File: config.mk
export PLATFORM = sky130hd
export DESIGN_NAME = count_seq_monitor
export DESIGN_NICKNAME = d
export VERILOG_FILES = /design/src/rtl/seq_mon_pkg.sv /design/src/rtl/seq_step_classify.sv /design/src/rtl/count_seq_monitor.sv
export SDC_FILE = /design/constraint.sdc
export NUM_CORES = 1
export LEC_CHECK = 0
export CORE_MARGIN = 2
export CORE_UTILIZATION = 53
export CTS_CLUSTER_DIAMETER = 50
export CTS_CLUSTER_SIZE = 40
export DETAILED_ROUTE_END_ITERATION = 6
export GPL_TIMING_DRIVEN = 0
export PLACE_DENSITY = 0.8
export SLEW_MARGIN = 20
export SYNTH_ARGS = -nofsm -noshare
export SYNTH_HDL_FRONTEND = slang
export SYNTH_SLANG_ARGS = --single-unit
File: constraint.sdc
create_clock -name Clk -period 3.4 [get_ports Clk]
set_input_delay 0.68 -clock Clk [delete_from_list [all_inputs] [get_ports Clk]]
set_output_delay 0.68 -clock Clk [all_outputs]
set_load 0.01 [all_outputs]
File: src/rtl/seq_mon_pkg.sv
// -----------------------------------------------------------------------------
// seq_mon_pkg
//
// Purpose : shared types and default parameter values for the count sequence
//           monitor (count_seq_monitor) and its step classifier
//           (seq_step_classify).
//
// Contents:
//   state_t        - monitor FSM states: S_IDLE, S_ACQ, S_LOCK
//   step_t         - classification of one observed step:
//                    STEP_UP, STEP_DN, STEP_HOLD, STEP_BAD
//   DEF_WIDTH      - default width of the observed count
//   DEF_LOCK_CNT   - default number of consecutive same-direction steps
//                    needed to lock
//   DEF_ERR_CNT_W  - default width of the saturating error counter
//   RUN_W          - width of the run-length counter (holds LOCK_CNT up to 15)
// -----------------------------------------------------------------------------
package seq_mon_pkg;

    typedef enum logic [1:0] {
        S_IDLE = 2'd0,
        S_ACQ  = 2'd1,
        S_LOCK = 2'd2
    } state_t;

    typedef enum logic [1:0] {
        STEP_UP   = 2'd0,
        STEP_DN   = 2'd1,
        STEP_HOLD = 2'd2,
        STEP_BAD  = 2'd3
    } step_t;

    localparam int DEF_WIDTH     = 4;
    localparam int DEF_LOCK_CNT  = 2;
    localparam int DEF_ERR_CNT_W = 8;

    // LOCK_CNT is limited to 1..15, so a 4-bit run counter always suffices.
    localparam int RUN_W = 4;

endpackage : seq_mon_pkg

File: src/rtl/seq_step_classify.sv
// -----------------------------------------------------------------------------
// seq_step_classify
//
// Purpose : purely combinational classification of the step between two
//           consecutive count samples. The difference is taken modulo
//           2^WIDTH so that wrap-around steps classify like any other step.
//
//           delta = (cur - prev) mod 2^WIDTH
//             1        -> STEP_UP
//             all-ones -> STEP_DN
//             0        -> STEP_HOLD
//             other    -> STEP_BAD
//
// Parameters:
//   WIDTH - width of the observed count
//
// Ports:
//   prev  in   WIDTH  previously sampled count
//   cur   in   WIDTH  currently sampled count
//   step  out  step_t classification of prev -> cur
// -----------------------------------------------------------------------------
module seq_step_classify
    import seq_mon_pkg::*;
#(
    parameter int WIDTH = DEF_WIDTH
) (
    input  logic [WIDTH-1:0] prev,
    input  logic [WIDTH-1:0] cur,
    output step_t            step
);

    logic [WIDTH-1:0] delta;

    // Natural truncation to WIDTH bits gives the modulo-2^WIDTH difference.
    assign delta = cur - prev;

    always_comb begin
        step = STEP_BAD;
        // UP is tested first so that a degenerate WIDTH = 1 (where 1 is also
        // all-ones) still classifies as a forward step.
        if (delta == WIDTH'(1)) begin
            step = STEP_UP;
        end else if (delta == {WIDTH{1'b1}}) begin
            step = STEP_DN;
        end else if (delta == '0) begin
            step = STEP_HOLD;
        end
    end

endmodule : seq_step_classify

File: src/rtl/count_seq_monitor.sv
// -----------------------------------------------------------------------------
// count_seq_monitor
//
// Purpose : receive-side checker for an up/down counter's count bus. It
//           samples the stream, infers the counting direction, locks once it
//           has seen LOCK_CNT consecutive same-direction steps, and then flags
//           legal wrap-arounds, direction reversals and illegal steps. Illegal
//           steps seen while locked are counted in a saturating error counter.
//
// Configuration macro:
//   SEQ_MON_HOLD_OK_EN - when defined, a repeated value (HOLD step) is legal
//                        in every state: no state change, no err pulse, and
//                        the acquisition run length is kept. When undefined a
//                        HOLD clears the run in S_ACQ and is an error in
//                        S_LOCK.
//
// Parameters:
//   WIDTH      - width of the observed count (default 4)
//   LOCK_CNT   - consecutive same-direction legal steps to lock, 1..15
//   ERR_CNT_W  - width of the saturating error counter
//
// Ports:
//   Clk        in   1          system clock, rising edge
//   reset      in   1          synchronous, active-high reset
//   count_in   in   WIDTH      observed counter value
//   count_vld  in   1          count_in valid; nothing is sampled when low
//   locked     out  1          monitor locked to a direction
//   dir_up     out  1          locked or candidate direction, 1 = up
//   wrap       out  1          one-cycle pulse on a legal wrap while locked
//   dir_chg    out  1          one-cycle pulse when a locked stream reverses
//   err        out  1          one-cycle pulse on an illegal step
//   err_cnt    out  ERR_CNT_W  saturating count of err pulses
//   dbg_state  out  state_t    current FSM state, for observation only
//
// Handshake: count_vld is a qualifier only; the monitor never back-pressures.
// A sample is consumed on every rising edge where count_vld is high, and its
// effect is visible on the registered outputs right after that edge. While
// count_vld is low all history holds and every pulse output drops to 0.
// -----------------------------------------------------------------------------
module count_seq_monitor
    import seq_mon_pkg::*;
#(
    parameter int WIDTH     = DEF_WIDTH,
    parameter int LOCK_CNT  = DEF_LOCK_CNT,
    parameter int ERR_CNT_W = DEF_ERR_CNT_W
) (
    input  logic                 Clk,
    input  logic                 reset,
    input  logic [WIDTH-1:0]     count_in,
    input  logic                 count_vld,
    output logic                 locked,
    output logic                 dir_up,
    output logic                 wrap,
    output logic                 dir_chg,
    output logic                 err,
    output logic [ERR_CNT_W-1:0] err_cnt,
    output state_t               dbg_state
);

`ifdef SEQ_MON_HOLD_OK_EN
    localparam bit HOLD_OK = 1'b1;
`else
    localparam bit HOLD_OK = 1'b0;
`endif

    localparam logic [RUN_W-1:0] RUN_LOCK = RUN_W'(LOCK_CNT);
    localparam logic [RUN_W-1:0] RUN_MAX  = {RUN_W{1'b1}};

    // -------------------------------------------------------------------------
    // Registered state
    // -------------------------------------------------------------------------
    state_t                state_q;
    logic [WIDTH-1:0]      prev_q;
    logic [RUN_W-1:0]      run_q;

    // -------------------------------------------------------------------------
    // Next-state values
    // -------------------------------------------------------------------------
    state_t                state_d;
    logic [WIDTH-1:0]      prev_d;
    logic [RUN_W-1:0]      run_d;
    logic                  locked_d;
    logic                  dir_up_d;
    logic                  wrap_d;
    logic                  dir_chg_d;
    logic                  err_d;
    logic [ERR_CNT_W-1:0]  err_cnt_d;

    // -------------------------------------------------------------------------
    // Step classification of prev -> count_in
    // -------------------------------------------------------------------------
    step_t step;

    seq_step_classify #(
        .WIDTH (WIDTH)
    ) u_classify (
        .prev (prev_q),
        .cur  (count_in),
        .step (step)
    );

    logic             is_move;     // UP or DN
    logic             step_up;     // direction of a move, 1 = up
    logic             same_dir;    // move agrees with dir_up
    logic             is_hold_ok;  // HOLD that is treated as legal
    logic [RUN_W-1:0] run_inc;     // run + 1, saturating
    logic [RUN_W-1:0] run_acq;     // run length after a move in S_ACQ
    logic             at_wrap;     // count_in sits at the wrap point of step

    assign is_move    = (step == STEP_UP) || (step == STEP_DN);
    assign step_up    = (step == STEP_UP);
    assign same_dir   = (step_up == dir_up);
    assign is_hold_ok = HOLD_OK && (step == STEP_HOLD);
    assign run_inc    = (run_q == RUN_MAX) ? run_q : run_q + RUN_W'(1);
    assign run_acq    = same_dir ? run_inc : RUN_W'(1);
    assign at_wrap    = step_up ? (count_in == '0)
                                : (count_in == {WIDTH{1'b1}});

    // -------------------------------------------------------------------------
    // Next-state / output logic
    // -------------------------------------------------------------------------
    always_comb begin
        state_d   = state_q;
        prev_d    = prev_q;
        run_d     = run_q;
        locked_d  = locked;
        dir_up_d  = dir_up;
        wrap_d    = 1'b0;
        dir_chg_d = 1'b0;
        err_d     = 1'b0;
        err_cnt_d = err_cnt;

        if (count_vld) begin
            prev_d = count_in;

            case (state_q)
                S_IDLE: begin
                    // First sample only establishes a reference value.
                    state_d = S_ACQ;
                    run_d   = '0;
                end

                S_ACQ: begin
                    if (is_move) begin
                        // An opposite move restarts the run in the new
                        // direction rather than clearing it, since that step
                        // itself is already one legal step.
                        run_d    = run_acq;
                        dir_up_d = step_up;
                        if (run_acq >= RUN_LOCK) begin
                            state_d  = S_LOCK;
                            locked_d = 1'b1;
                        end
                    end else if (!is_hold_ok) begin
                        run_d = '0;
                    end
                end

                S_LOCK: begin
                    if (is_move && same_dir) begin
                        wrap_d = at_wrap;
                    end else if (is_move) begin
                        dir_chg_d = 1'b1;
                        dir_up_d  = step_up;
                        run_d     = RUN_W'(1);
                        // With LOCK_CNT = 1 the reversing step alone already
                        // satisfies the lock criterion in the new direction.
                        if (LOCK_CNT == 1) begin
                            state_d  = S_LOCK;
                            locked_d = 1'b1;
                        end else begin
                            state_d  = S_ACQ;
                            locked_d = 1'b0;
                        end
                    end else if (!is_hold_ok) begin
                        err_d    = 1'b1;
                        locked_d = 1'b0;
                        run_d    = '0;
                        state_d  = S_ACQ;
                        if (err_cnt != {ERR_CNT_W{1'b1}}) begin
                            err_cnt_d = err_cnt + ERR_CNT_W'(1);
                        end
                    end
                end

                default: begin
                    state_d  = S_IDLE;
                    run_d    = '0;
                    locked_d = 1'b0;
                end
            endcase
        end
    end

    // -------------------------------------------------------------------------
    // Registers
    // -------------------------------------------------------------------------
    always_ff @(posedge Clk) begin
        if (reset) begin
            state_q <= S_IDLE;
            prev_q  <= '0;
            run_q   <= '0;
            locked  <= 1'b0;
            dir_up  <= 1'b0;
            wrap    <= 1'b0;
            dir_chg <= 1'b0;
            err     <= 1'b0;
            err_cnt <= '0;
        end else begin
            state_q <= state_d;
            prev_q  <= prev_d;
            run_q   <= run_d;
            locked  <= locked_d;
            dir_up  <= dir_up_d;
            wrap    <= wrap_d;
            dir_chg <= dir_chg_d;
            err     <= err_d;
            err_cnt <= err_cnt_d;
        end
    end

    assign dbg_state = state_q;

endmodule : count_seq_monitor

* Word level (Yosys, flattened, before mapping)
Index checks and enable logic that the tools add are counted.
** Word-level totals
- Bits in registers :: 23
- Bits of input ports :: 7
- Output and inout bits :: 15
- Word-level logic and storage cells :: 67
** Operators by class
- $add $sub $neg :: 3
- $lt $le $gt $ge :: 1
- Equality and inequality tests :: 12
- Mux-type cells :: 23
- Bitwise operators :: 5
- Reduce and logical (&&, ||, !) cells :: 14
** Operators with widths (count)
- $mux 4 :: 4
- $eq 4x4->1 const B :: 3
- $mux 1 :: 10
- $mux 2 :: 5
- $reduce_and 5->1 :: 2
- $add 8x1->8 const B :: 1
- $logic_not 4->1 :: 2
- $ne 8x8->1 const B :: 1
- $pmux 4 s2 :: 1
- $reduce_or 4->1 :: 2
- $ne 2x2->1 const B :: 3
- $pmux 2 s3 :: 1
- $not 1->1 :: 5
- $add 4x1->4 const B :: 1
- $eq 2x1->1 const B :: 2
- $eq 4x1->1 const B :: 1
- $ge 4x2->1 const B :: 1
- $logic_not 2->1 :: 2
- $reduce_and 4->1 :: 1
- $sub 4x4->4 :: 1
- $pmux 1 s3 :: 1
- $reduce_and 3->1 :: 1
- $eq 2x2->1 const B :: 1
- $pmux 1 s2 :: 1
- other kinds (5) :: 5

* Logic depth before layout (Yosys ltp)
Gate-level depths: netlist of the first run.
- Depth after elaboration :: 12
- Mapped depth :: 11

* Cells and area by module
From an unflattened synthesis of the first run, not the netlist that was laid out.
** Unflattened totals
- Cells, all modules :: 153
- Area total of the unflattened synthesis :: 1320.0 sq um
** By module, submodules not included
- count_seq_monitor :: instances 1, cells an instance 135, area each 1174.9 sq um, sequential area each 460.4 sq um
- seq_step_classify :: instances 1, cells an instance 18, area each 145.1 sq um, sequential area each 0.0 sq um

* Worst setup path after synthesis of the first run
Ideal clock, no wire load.
- Path kind :: input to register
- Start :: in count_in[0]
- End :: reg locked
- Library setup time :: 0.086 ns
- Arrival :: 2.787 ns
- Setup slack :: 0.528 ns
- Cell stages on the path :: 8
- Cells stage by stage :: inv_1 ha_1 inv_1 fa_1 or4b_2 o311ai_2 nor2_1 a211oi_1
** Between the ends
- Longest elaborated chain between the ends :: 11
- Elaborated cells on any way between the ends :: 18
- Those cells by class :: add/sub (1); order compare (1); eq/ne (7); mux (4); reduce/logical (5)
** RTL lines
- from (decl) :: RTL line count_seq_monitor.sv:49 : input logic [WIDTH-1:0] count_in,
- $sub 4x4->4 (*) :: RTL line seq_step_classify.sv:35 : assign delta = cur - prev;
- $logic_not 4->1 :: RTL line seq_step_classify.sv:45 : end else if (delta == '0) begin
- $mux 1 :: RTL line seq_step_classify.sv:45
- $mux 2 :: RTL line seq_step_classify.sv:43 : end else if (delta == {WIDTH{1'b1}}) begin
- $mux 2 (*) :: RTL line seq_step_classify.sv:41 : if (delta == WIDTH'(1)) begin
- $logic_not 2->1 :: RTL line count_seq_monitor.sv:110, count_seq_monitor.sv:111
- $eq 1x1->1 :: RTL line count_seq_monitor.sv:112 : assign same_dir = (step_up == dir_up);
- $mux 4 :: RTL line count_seq_monitor.sv:115 : assign run_acq = same_dir ? run_inc : RUN_W'(1);
- $ge 4x2->1 :: RTL line count_seq_monitor.sv:150 : if (run_acq >= RUN_LOCK) begin
- $ne 2x2->1 (no source line)
- $reduce_and 5->1 (no source line) (*)
- to (signal assigned) :: RTL line count_seq_monitor.sv:213 : locked <= locked_d;
- to (decl) :: RTL line count_seq_monitor.sv:51 : output logic locked,
Mark *: on every way between the ends. The rest lies on a longest branch, timed or not.
A chain may end at the register's enable or synchronous reset.

* Final worst setup path of the first run
- Start :: in count_in[0]
- End :: reg run_q[2]
** Between the ends
- Longest elaborated chain between the ends :: 10
- Elaborated cells on any way between the ends :: 17
- Those cells by class :: add/sub (1); eq/ne (5); mux (6); reduce/logical (5)
** RTL lines
- $sub 4x4->4 (*) :: RTL line seq_step_classify.sv:35
- $logic_not 4->1 :: RTL line seq_step_classify.sv:45
- $mux 1 :: RTL line seq_step_classify.sv:45
- $mux 2 :: RTL line seq_step_classify.sv:43
- $mux 2 (*) :: RTL line seq_step_classify.sv:41
- $logic_not 2->1 or $eq 2x1->1 (tied branches) :: RTL line count_seq_monitor.sv:110, count_seq_monitor.sv:111
- $eq 1x1->1 or $logic_or 1x1->1 (tied branches) :: RTL line count_seq_monitor.sv:112, count_seq_monitor.sv:110
- $mux 4 or $logic_and 1x1->1 (tied branches) :: RTL line count_seq_monitor.sv:115, count_seq_monitor.sv:160
- $mux 4 or $ne 2x2->1 (tied branches)
- $pmux 4 s2 or $reduce_and 2->1 (tied branches)
- to (signal assigned) :: RTL line count_seq_monitor.sv:212 : run_q <= run_d;
- to (decl) :: RTL line count_seq_monitor.sv:74 : logic [RUN_W-1:0] run_q;
Marked as above.

==> impl_metrics.py, run 1 <==
metrics = {
    "synth": {
        "netlist_area_sq_um": 1470,
        "synth_top_area_cell": "dfxtp_1",
        "ys_ff_latch": 23,
        "yosys-mux-area-fraction_pct": 4.10,
        "synth_top_family_by_area": "simple AND/OR/NAND/NOR gates",
        "ys.flop_type": "dfxtp_1",
        "ys_top_cells_by_area": "dfxtp_1 31%, ha_1 7.7%, xnor2_1 4.8%",
        "syn_nets": 182,
        "yosysSeqAreaShare_pct": 31.4,
        "yosys.area_share.xor_xnor_pct": 6.48,
        "synth_edf_count": 0,
        "synth_top_area_share_pct": 31.4,
        "synth-compound-area-share_pct": 20.9,
        "netlist_instances": 165,
        "yosys_warnings": 0,
        "synthArstFlopShare_pct": 0,
        "syn_area_per_cell_sq_um": 8.89,
        "synthAdderAreaFrac_pct": 9.04,
        "ys_types": 51,
        "synthSimpleGateAreaFrac_pct": 23.4,
    },
    "timing": {
        "fin_crit_sh_pct": 97.8,
        "hold_viol_final": 0,
        "setup-violations-final": 0,
        "setup-tns-final_ns": 0,
        "rsz0062_at_grt": "true",
        "fin_skew_ns": 0.00553,
        "maxSlewHeadroom_pct": 56.2,
        "fmax_ghz": 0.301,
        "setup_slack_ns": 0.0750,
        "drv_slew": 0,
        "timing.hold.ws_ns": 0.499,
        "worstMarginPinSlew_ns": 0.656,
        "fin_crit_ns": 3.32,
    },
    "global_routing": {
        "grt_overflow": 0,
        "grt_usage_pct": 22.9,
        "grt_max_degree": 13,
        "antenna_found_initial": 0,
        "grt_pass1_wl_um": 5820,
        "grt_pass1_vias": 1352,
    },
    "power_and_ir_drop": {
        "switchingPower_uw": 156,
        "p_per_area_nw_per_um2": 298,
        "seqPwrFrac_pct": 53.5,
        "leakage_uw": 0.000620,
        "clkPwrFrac_pct": 24.3,
        "power_frac_comb_pct": 22.2,
        "netSwitchingFraction_pct": 30.1,
        "ir_drop_v": 0.000214,
        "p_int_uw": 363,
        "p_total_uw": 519,
    },
    "hold_path": {
        "hp-start": "run_q[1]",
        "worst_hold_path_type": "flop to flop",
    },
    "final_layout": {
        "diodes": 0,
        "fin_nets": 206,
        "drive_above_1_share_pct": 9.57,
        "area_growth_pct": 18.9,
        "final_cell_mix": "23 x dfxtp_1, 19 x clkdlybuf4s50_1, 16 x nor2_1",
        "final.fill_count": 239,
        "multi_input_area_sq_um": 958,
        "final_common_cell": "dfxtp_1",
        "regArea_sq_um": 460,
    },
    "cts": {
        "clk_latency_ns": 0.31,
        "hold_buffers": 0,
        "cts-root-buf": "clkbuf_4",
        "numCtsBuffers": 3,
        "cts-resized-gates": 0,
        "cts_setup_buffers": 0,
        "cts_num_sinks": 23,
        "path_clk_slew_ns": 0.13,
        "clockBufferDepth": 2,
        "cts_tree": "yes",
        "htree_levels": 1,
    },
    "critical_path": {
        "endpoint_kind": "flop",
        "cp-start-kind": "input port",
        "critPathLaunch": "count_in[0]",
        "reg2reg_from": "prev_q[0]",
        "cp_max_fo": 6,
        "crit_type": "input port to flop",
        "cp_data_required_time_ns": 3.58,
        "arrival_ns": 3.51,
    },
    "job": {
        "max_cap_violations": 0,
    },
    "place": {
        "gp_congestion": 0.897,
        "dpl.hpwl_um": 2580,
        "place_ws_ns": -0.275,
        "portBuffers": 19,
    },
    "detailed_routing": {
        "num_vias": 1333,
        "first_pass_iters": 4,
        "wirelength_um": 3380,
        "vias_per_cell": 6.09,
        "drt-wirelength-per-cell_um": 15.4,
        "drc_errors": 0,
        "ant_nets": 0,
        "drt_iter0_drc": 44,
    },
    "floorplan": {
        "die_h_um": 56.6,
        "initial_core_util_pct": 54.6,
        "ios": 22,
        "die_x_um": 56.6,
        "die_area_sq_um": 3200,
        "design.core.area_sq_um": 2690,
        "rows": 19,
    },
    "outcome": {
        "outcome": "completed",
    },
}
## area by class of cell
class	count	share of cell area, %
buffer	6	1.65
clock buffer	4	1.51
inverter	11	2.37
multi-input combinational	125	54.9
sequential	23	26.4
tap	31	2.22
timing repair buffer	19	10.9
## flip-flops by register name, summed over array words and instances (netlist names)
register / cells
locked: 1
err: 1
dir_up: 1
dir_chg: 1
prev_q: 4
err_cnt: 8
wrap: 1
dbg_state: 2
run_q: 4
## critical path, cell delays in order
cell             delay, ns
clkdlybuf4s50_1       0.53
inv_1                 0.06
ha_1                  0.22
inv_1                 0.08
fa_1                  0.49
or4b_2                0.76
o311a_1               0.42
a21oi_1               0.19
a211oi_1              0.07
## cell usage after synthesis, drive strengths merged (2+ instances only)
master  count
nand3       7
dfxtp      23
mux2i       6
o211ai      4
o21ai       5
and3        3
nor3        6
o31ai       2
nor4b       2
a211oi      2
ha          9
inv        11
or4b        2
xor2        2
nor4        4
nor2       16
or4         2
nand3b      2
nand4       3
clkbuf      5
nand2       7
a31oi       3
a21oi       9
xnor2       8
## cells by family (layout without fill, tap and decap cells)
kind of cell	count (synthesis)	count (layout)
AOI/OAI and AO/OA	39	39
DFF	23	23
xor gates and xnor gates	10	10
muxes	6	6
buffers and inverters	17	40
and+or+nand+nor	60	60
adders and majority gates	10	10
## routing by layer
| metal | global-route usage [%] | wire length [um] |
|---|---|---|
| met1 | 27.9 | 1550 |
| met2 | 38.5 | 1630 |
| met3 | 3.69 | 123 |
| met4 | 11.6 | 73 |
| met5 | 0 | 0 |
## power groups by stage
stage                     clock, uW  sequential [uW]  combinational (uW)
final                           126              278                 115
after floorplan                   0              284                80.2
after global placement            0              284                 105
after detailed placement          0              284                 109
after CTS                       128              278                 109
after global routing            137              279                 126
## worst paths after layout
check / to / slack [ns] / depth (start not counted)
max reg2reg: dbg_state[0] / 0.67 / 8
min: run_q[1] / 0.50 / 2
max: run_q[2] / 0.08 / 9
min reg2reg: run_q[1] / 0.50 / 2
## per-stage QoR
stage,instance area (sq um),utilization [%],cells
3_5_place_dp,1700,63.1,215
5_1_grt,1740,64.9,219
6_report,1740,64.9,219
4_1_cts,1720,64.1,219
2_1_floorplan,1470,-,165
3_3_place_gp,1700,63.1,215
Power figures use the tool's default switching activity.
==> inputs of run 2 (changes only) <==
--- a/config.mk
+++ b/config.mk
@@ -11,7 +11,9 @@
 export CTS_CLUSTER_SIZE = 40
 export DETAILED_ROUTE_END_ITERATION = 6
 export GPL_TIMING_DRIVEN = 0
+export HOLD_SLACK_MARGIN = 0.08
 export PLACE_DENSITY = 0.8
+export SETUP_SLACK_MARGIN = 0.1
 export SLEW_MARGIN = 20
 export SYNTH_ARGS = -nofsm -noshare
 export SYNTH_HDL_FRONTEND = slang
==> run 2 against run 1 <==
  * Combinational power up 3%
  * Largest power group unchanged
  * Worst hold slack hardly changed
  * Design area up 1.0%
  * Sequential power about the same
  * Non-clock buffer count did not move
==> impl_metrics.py, run 2 (same netlist as run 1, synthesis figures left out) <==
metrics = {
    "critical_path": {
        "cp_data_required_time_ns": 3.59,
        "cp_max_fo": 5,
        "cp-start-kind": "input port",
        "r2r_setup_slack_ns": 0.80,
        "arrival_ns": 3.36,
        "r2r-end": "dbg_state[0]",
        "crit_type": "input port to flop",
        "critPathLaunch": "count_in[0]",
        "r2r_cells": 9,
        "reg2reg_from": "prev_q[0]",
        "endpoint_kind": "flop",
    },
    "floorplan": {
        "rows": 19,
        "die_x_um": 56.6,
        "die_h_um": 56.6,
        "initial_core_util_pct": 54.6,
        "design.core.area_sq_um": 2690,
        "die_area_sq_um": 3200,
        "ios": 22,
    },
    "place": {
        "place_ws_ns": -0.275,
        "place_area_sq_um": 1700,
        "gp_congestion": 0.897,
        "dpl.hpwl_um": 2580,
        "portBuffers": 19,
    },
    "detailed_routing": {
        "ant_nets": 0,
        "drc_errors": 0,
        "num_vias": 1348,
        "met2_length_um": 1690,
        "first_pass_iters": 4,
        "wirelength_um": 3480,
        "top_layer": "met4",
        "met1_length_um": 1560,
        "drt-wirelength-per-cell_um": 15.9,
        "wl_met3_um": 155,
        "drt_iter0_drc": 50,
        "vias_per_cell": 6.16,
    },
    "power_and_ir_drop": {
        "p_total_uw": 524,
        "ir_drop_v": 0.000218,
        "leakage_uw": 0.000624,
        "p_per_area_nw_per_um2": 298,
    },
    "cts": {
        "htree_levels": 1,
        "cts_tree": "yes",
        "hold_buffers": 0,
        "cts_num_sinks": 23,
        "numCtsBuffers": 3,
        "cts-root-buf": "clkbuf_4",
        "cts_setup_buffers": 0,
        "clockBufferDepth": 2,
        "clk_latency_ns": 0.31,
        "path_clk_slew_ns": 0.13,
    },
    "global_routing": {
        "antenna_found_initial": 0,
        "grt_usage_pct": 22.8,
        "grt_overflow": 0,
        "grt_max_degree": 13,
        "grt_pass1_wl_um": 5810,
        "grt_pass1_vias": 1353,
    },
    "job": {
        "max_cap_violations": 0,
    },
    "final_layout": {
        "final_area_sq_um": 1760,
        "largest_register_ffs": 8,
        "final_cell_mix": "23 x dfxtp_1, 19 x clkdlybuf4s50_1, 16 x nor2_1",
        "diodes": 0,
        "fin_nets": 206,
        "area_growth_pct": 20.1,
        "biggestRegsByFlops": "err_cnt (8), prev_q (4), run_q (4)",
        "top_register": "err_cnt",
        "drive_above_1_share_pct": 10.6,
        "final_common_cell": "dfxtp_1",
    },
    "timing": {
        "rsz0062_at_grt": "false",
        "worstMarginPinSlew_ns": 0.668,
        "fin_skew_ns": 0.000680,
        "fmax_ghz": 0.315,
        "setup-violations-final": 0,
        "hold_viol_final": 0,
        "timing.hold.ws_ns": 0.499,
        "fin_crit_sh_pct": 93.3,
        "maxSlewHeadroom_pct": 55.5,
        "drv_slew": 0,
        "setup_slack_ns": 0.229,
        "fin_crit_ns": 3.17,
        "setup-tns-final_ns": 0,
    },
    "hold_path": {
        "whs_path_depth": 2,
        "hp-start": "run_q[1]",
        "worst_hold_path_type": "flop to flop",
        "hold_end": "run_q[1]",
    },
    "outcome": {
        "outcome": "completed",
    },
}
==> run 2: cell count changes in the layout (fill, tap and decap cells not counted) <==
cell	before	now
or4b_2	2	1
fa_1	1	0
o311a_1	1	0
fa_2	0	1
o311a_4	0	1
or4b_4	0	1
==> run 2: area by class of cell <==
type	instances	area, sq um
Clock buffer	4	26.3
Buffer	6	28.8
Tap cell	31	38.8
Fill cell	232	925
Timing Repair Buffer	19	190
Inverter	11	41.3
Sequential cell	23	460
Multi-Input combinational cell	125	976
==> run 2: worst max-delay path by stage <==
stage / to / slack [ns] / cells past startpoint
after floorplan: locked / 0.53 / 8
after global placement: locked / -0.22 / 9
after detailed placement: locked / -0.27 / 9
after CTS: run_q[0] / 0.09 / 12
after global routing: dbg_state[0] / 0.09 / 10
final: dbg_state[0] / 0.23 / 10
==> run 2: stage by stage <==
step,instances,util [%]
finish,219,65.6
global route,219,65.6
global placement,215,63.1
detailed placement,215,63.1
CTS,219,64.5
floorplan,165,-
==> run 2: per-layer routing <==
layer	track usage, %	up-vias
met4	11.6	0
met5	0	-
met3	3.69	10
met2	38.2	40
li1	-	660
met1	28.1	638
==> run 2: critical path, stage by stage <==
cell and delay [ns]:
clkdlybuf4s50_1 0.53, inv_1 0.06, ha_1 0.22, inv_1 0.09, fa_2 0.49, or4b_2 0.68, a221oi_1 0.23, a311oi_1 0.11
o211ai_1 0.19, o41ai_1 0.10
==> run 2: what timing repair did <==
item	CTS	global route
gates resized for setup	1	6
pin swaps	0	2
setup endpoints to repair	1	18
==> run 2: power breakdown <==
group          switching, uW  internal, uW
combinational           73.8          45.0
clock                   81.8          45.8
sequential              3.91           274
total                    160           365
==> inputs of run 3 (changes only) <==
--- a/config.mk
+++ b/config.mk
@@ -12,7 +12,7 @@
 export DETAILED_ROUTE_END_ITERATION = 6
 export GPL_TIMING_DRIVEN = 0
 export HOLD_SLACK_MARGIN = 0.08
-export PLACE_DENSITY = 0.8
+export PLACE_DENSITY_LB_ADDON = 0.2
 export SETUP_SLACK_MARGIN = 0.1
 export SLEW_MARGIN = 20
 export SYNTH_ARGS = -nofsm -noshare
==> run 3 against run 2 <==
  * Flip-flop and latch count unchanged
  * Critical path depth down 1
  * Clock skew up 0.0057 ns
  * Sequential power about the same
  * Utilization down 0.51 points
  * Via count down 0.59%
  * First-iteration DRC count up 6.0%
  * Largest cell class unchanged
  * Largest power group unchanged
==> impl_metrics.py, run 3 (same netlist as run 1, synthesis figures left out) <==
metrics = {
    "outcome": {
        "outcome": "completed",
    },
    "timing": {
        "fin_crit_sh_pct": 94.2,
        "setup-tns-final_ns": 0,
        "fin_crit_ns": 3.20,
        "setup-violations-final": 0,
        "drv_slew": 0,
        "maxSlewHeadroom_pct": 55.0,
        "hold_viol_final": 0,
        "worstMarginPinSlew_ns": 0.674,
        "timing.hold.ws_ns": 0.507,
        "rsz0062_at_grt": "true",
        "fmax_ghz": 0.312,
        "fin_skew_ns": 0.00641,
    },
    "cts": {
        "path_clk_slew_ns": 0.13,
        "hold_buffers": 0,
        "numCtsBuffers": 3,
        "cts-root-buf": "clkbuf_4",
        "cts_tree": "yes",
        "cts_num_sinks": 23,
        "clockBufferDepth": 2,
        "htree_levels": 1,
        "clk_latency_ns": 0.31,
    },
    "floorplan": {
        "design.core.area_sq_um": 2690,
        "die_x_um": 56.6,
        "die_h_um": 56.6,
        "die_area_sq_um": 3200,
        "rows": 19,
        "ios": 22,
        "initial_core_util_pct": 54.6,
    },
    "detailed_routing": {
        "first_pass_iters": 4,
        "wirelength_um": 3340,
        "drc_errors": 0,
        "vias_per_cell": 6.09,
        "drt-wirelength-per-cell_um": 15.2,
        "drt_iter0_drc": 53,
        "ant_nets": 0,
        "num_vias": 1340,
    },
    "critical_path": {
        "reg2reg_from": "prev_q[0]",
        "endpoint_kind": "flop",
        "critPathLaunch": "count_in[0]",
        "cp_max_fo": 5,
        "arrival_ns": 3.42,
        "r2r_setup_slack_ns": 0.79,
        "crit_type": "input port to flop",
        "cp_data_required_time_ns": 3.61,
        "cp-start-kind": "input port",
    },
    "final_layout": {
        "biggestRegsByFlops": "err_cnt (8), prev_q (4), run_q (4)",
        "regArea_sq_um": 460,
        "top_register": "err_cnt",
        "largest_register_ffs": 8,
        "fin_nets": 207,
        "final.fill_count": 231,
        "post-route-util_pct": 65.1,
        "diodes": 0,
        "multi_input_area_sq_um": 953,
        "final_cell_mix": "23 x dfxtp_1, 19 x clkdlybuf4s50_1, 16 x nor2_1",
        "drive_above_1_share_pct": 11.1,
        "stdcell_count": 220,
        "area_growth_pct": 19.2,
        "final_common_cell": "dfxtp_1",
    },
    "place": {
        "portBuffers": 19,
        "dpl.hpwl_um": 2540,
        "gp_congestion": 0.914,
        "placedCellCount": 215,
    },
    "global_routing": {
        "antenna_found_initial": 0,
        "grt_usage_pct": 22.2,
        "grt_max_degree": 14,
        "grt_pass1_vias": 1314,
        "grt_overflow": 0,
        "grt_pass1_wl_um": 5780,
    },
    "power_and_ir_drop": {
        "leakage_uw": 0.000626,
        "p_per_area_nw_per_um2": 299,
        "ir_drop_v": 0.000236,
    },
    "job": {
        "max_cap_violations": 0,
    },
    "hold_path": {
        "worst_hold_path_type": "flop to flop",
        "hp-start": "err_cnt[5]",
    },
}
## run 3: cell types whose count changed in the layout (fill, tap and decap cells not counted), sizes merged
cell / change
buf: +1
clkbuf: -1
clkinv: +1
## run 3: through the flow
stage	area, sq um	total power (uW)	setup slack (ns)
6_report	1750	522	0.196
5_1_grt	1750	547	0.0913
4_1_cts	1730	525	0.103
3_5_place_dp	1700	393	-0.289
3_3_place_gp	1700	389	-0.243
2_1_floorplan	1470	364	0.528
## run 3: final cells by class
type                    count  share of cell area, %
multi-input cells         125                   54.5
flip-flops and latches     23                   26.3
repair buffers             20                   11.3
inverters                  11                   2.36
well taps                  31                   2.22
plain buffers               6                   1.65
clock buffers               3                   1.29
clock inverters             1                  0.286
## run 3: path summary, 6_finish.rpt
| kind | end | depth (start not counted) |
|---|---|---|
| max | dbg_state[0] | 9 |
| min | err_cnt[5] | 2 |
| max reg2reg | dbg_state[0] | 8 |
| min reg2reg | err_cnt[5] | 2 |
## run 3: layer usage
| layer | GRT usage (%) | vias up | part of all wire [%] |
|---|---|---|---|
| li1 | - | 661 | - |
| met2 | 38.5 | 38 | 50 |
| met3 | 3.92 | 7 | 4.1 |
| met4 | 7.48 | 0 | 1.2 |
| met1 | 27.4 | 634 | 45 |
| met5 | 0 | - | 0 |
## run 3: power by group
group	internal (uW)	switching, uW
combinational	43.7	71.3
sequential	274	4.00
clock	43.9	85.0
## run 3: critical path, cell delays in order
cell             delay (ns)
clkdlybuf4s50_1        0.52
inv_1                  0.06
ha_1                   0.22
inv_1                  0.08
fa_2                   0.49
or4b_2                 0.68
a221oi_1               0.23
a311oi_1               0.12
o41ai_1                0.34
## run 3: timing repair
item,CTS,global route
endpoints found under the setup margin,2,16
pin swaps,0,1
setup buffers,0,1
gates resized for setup,1,4
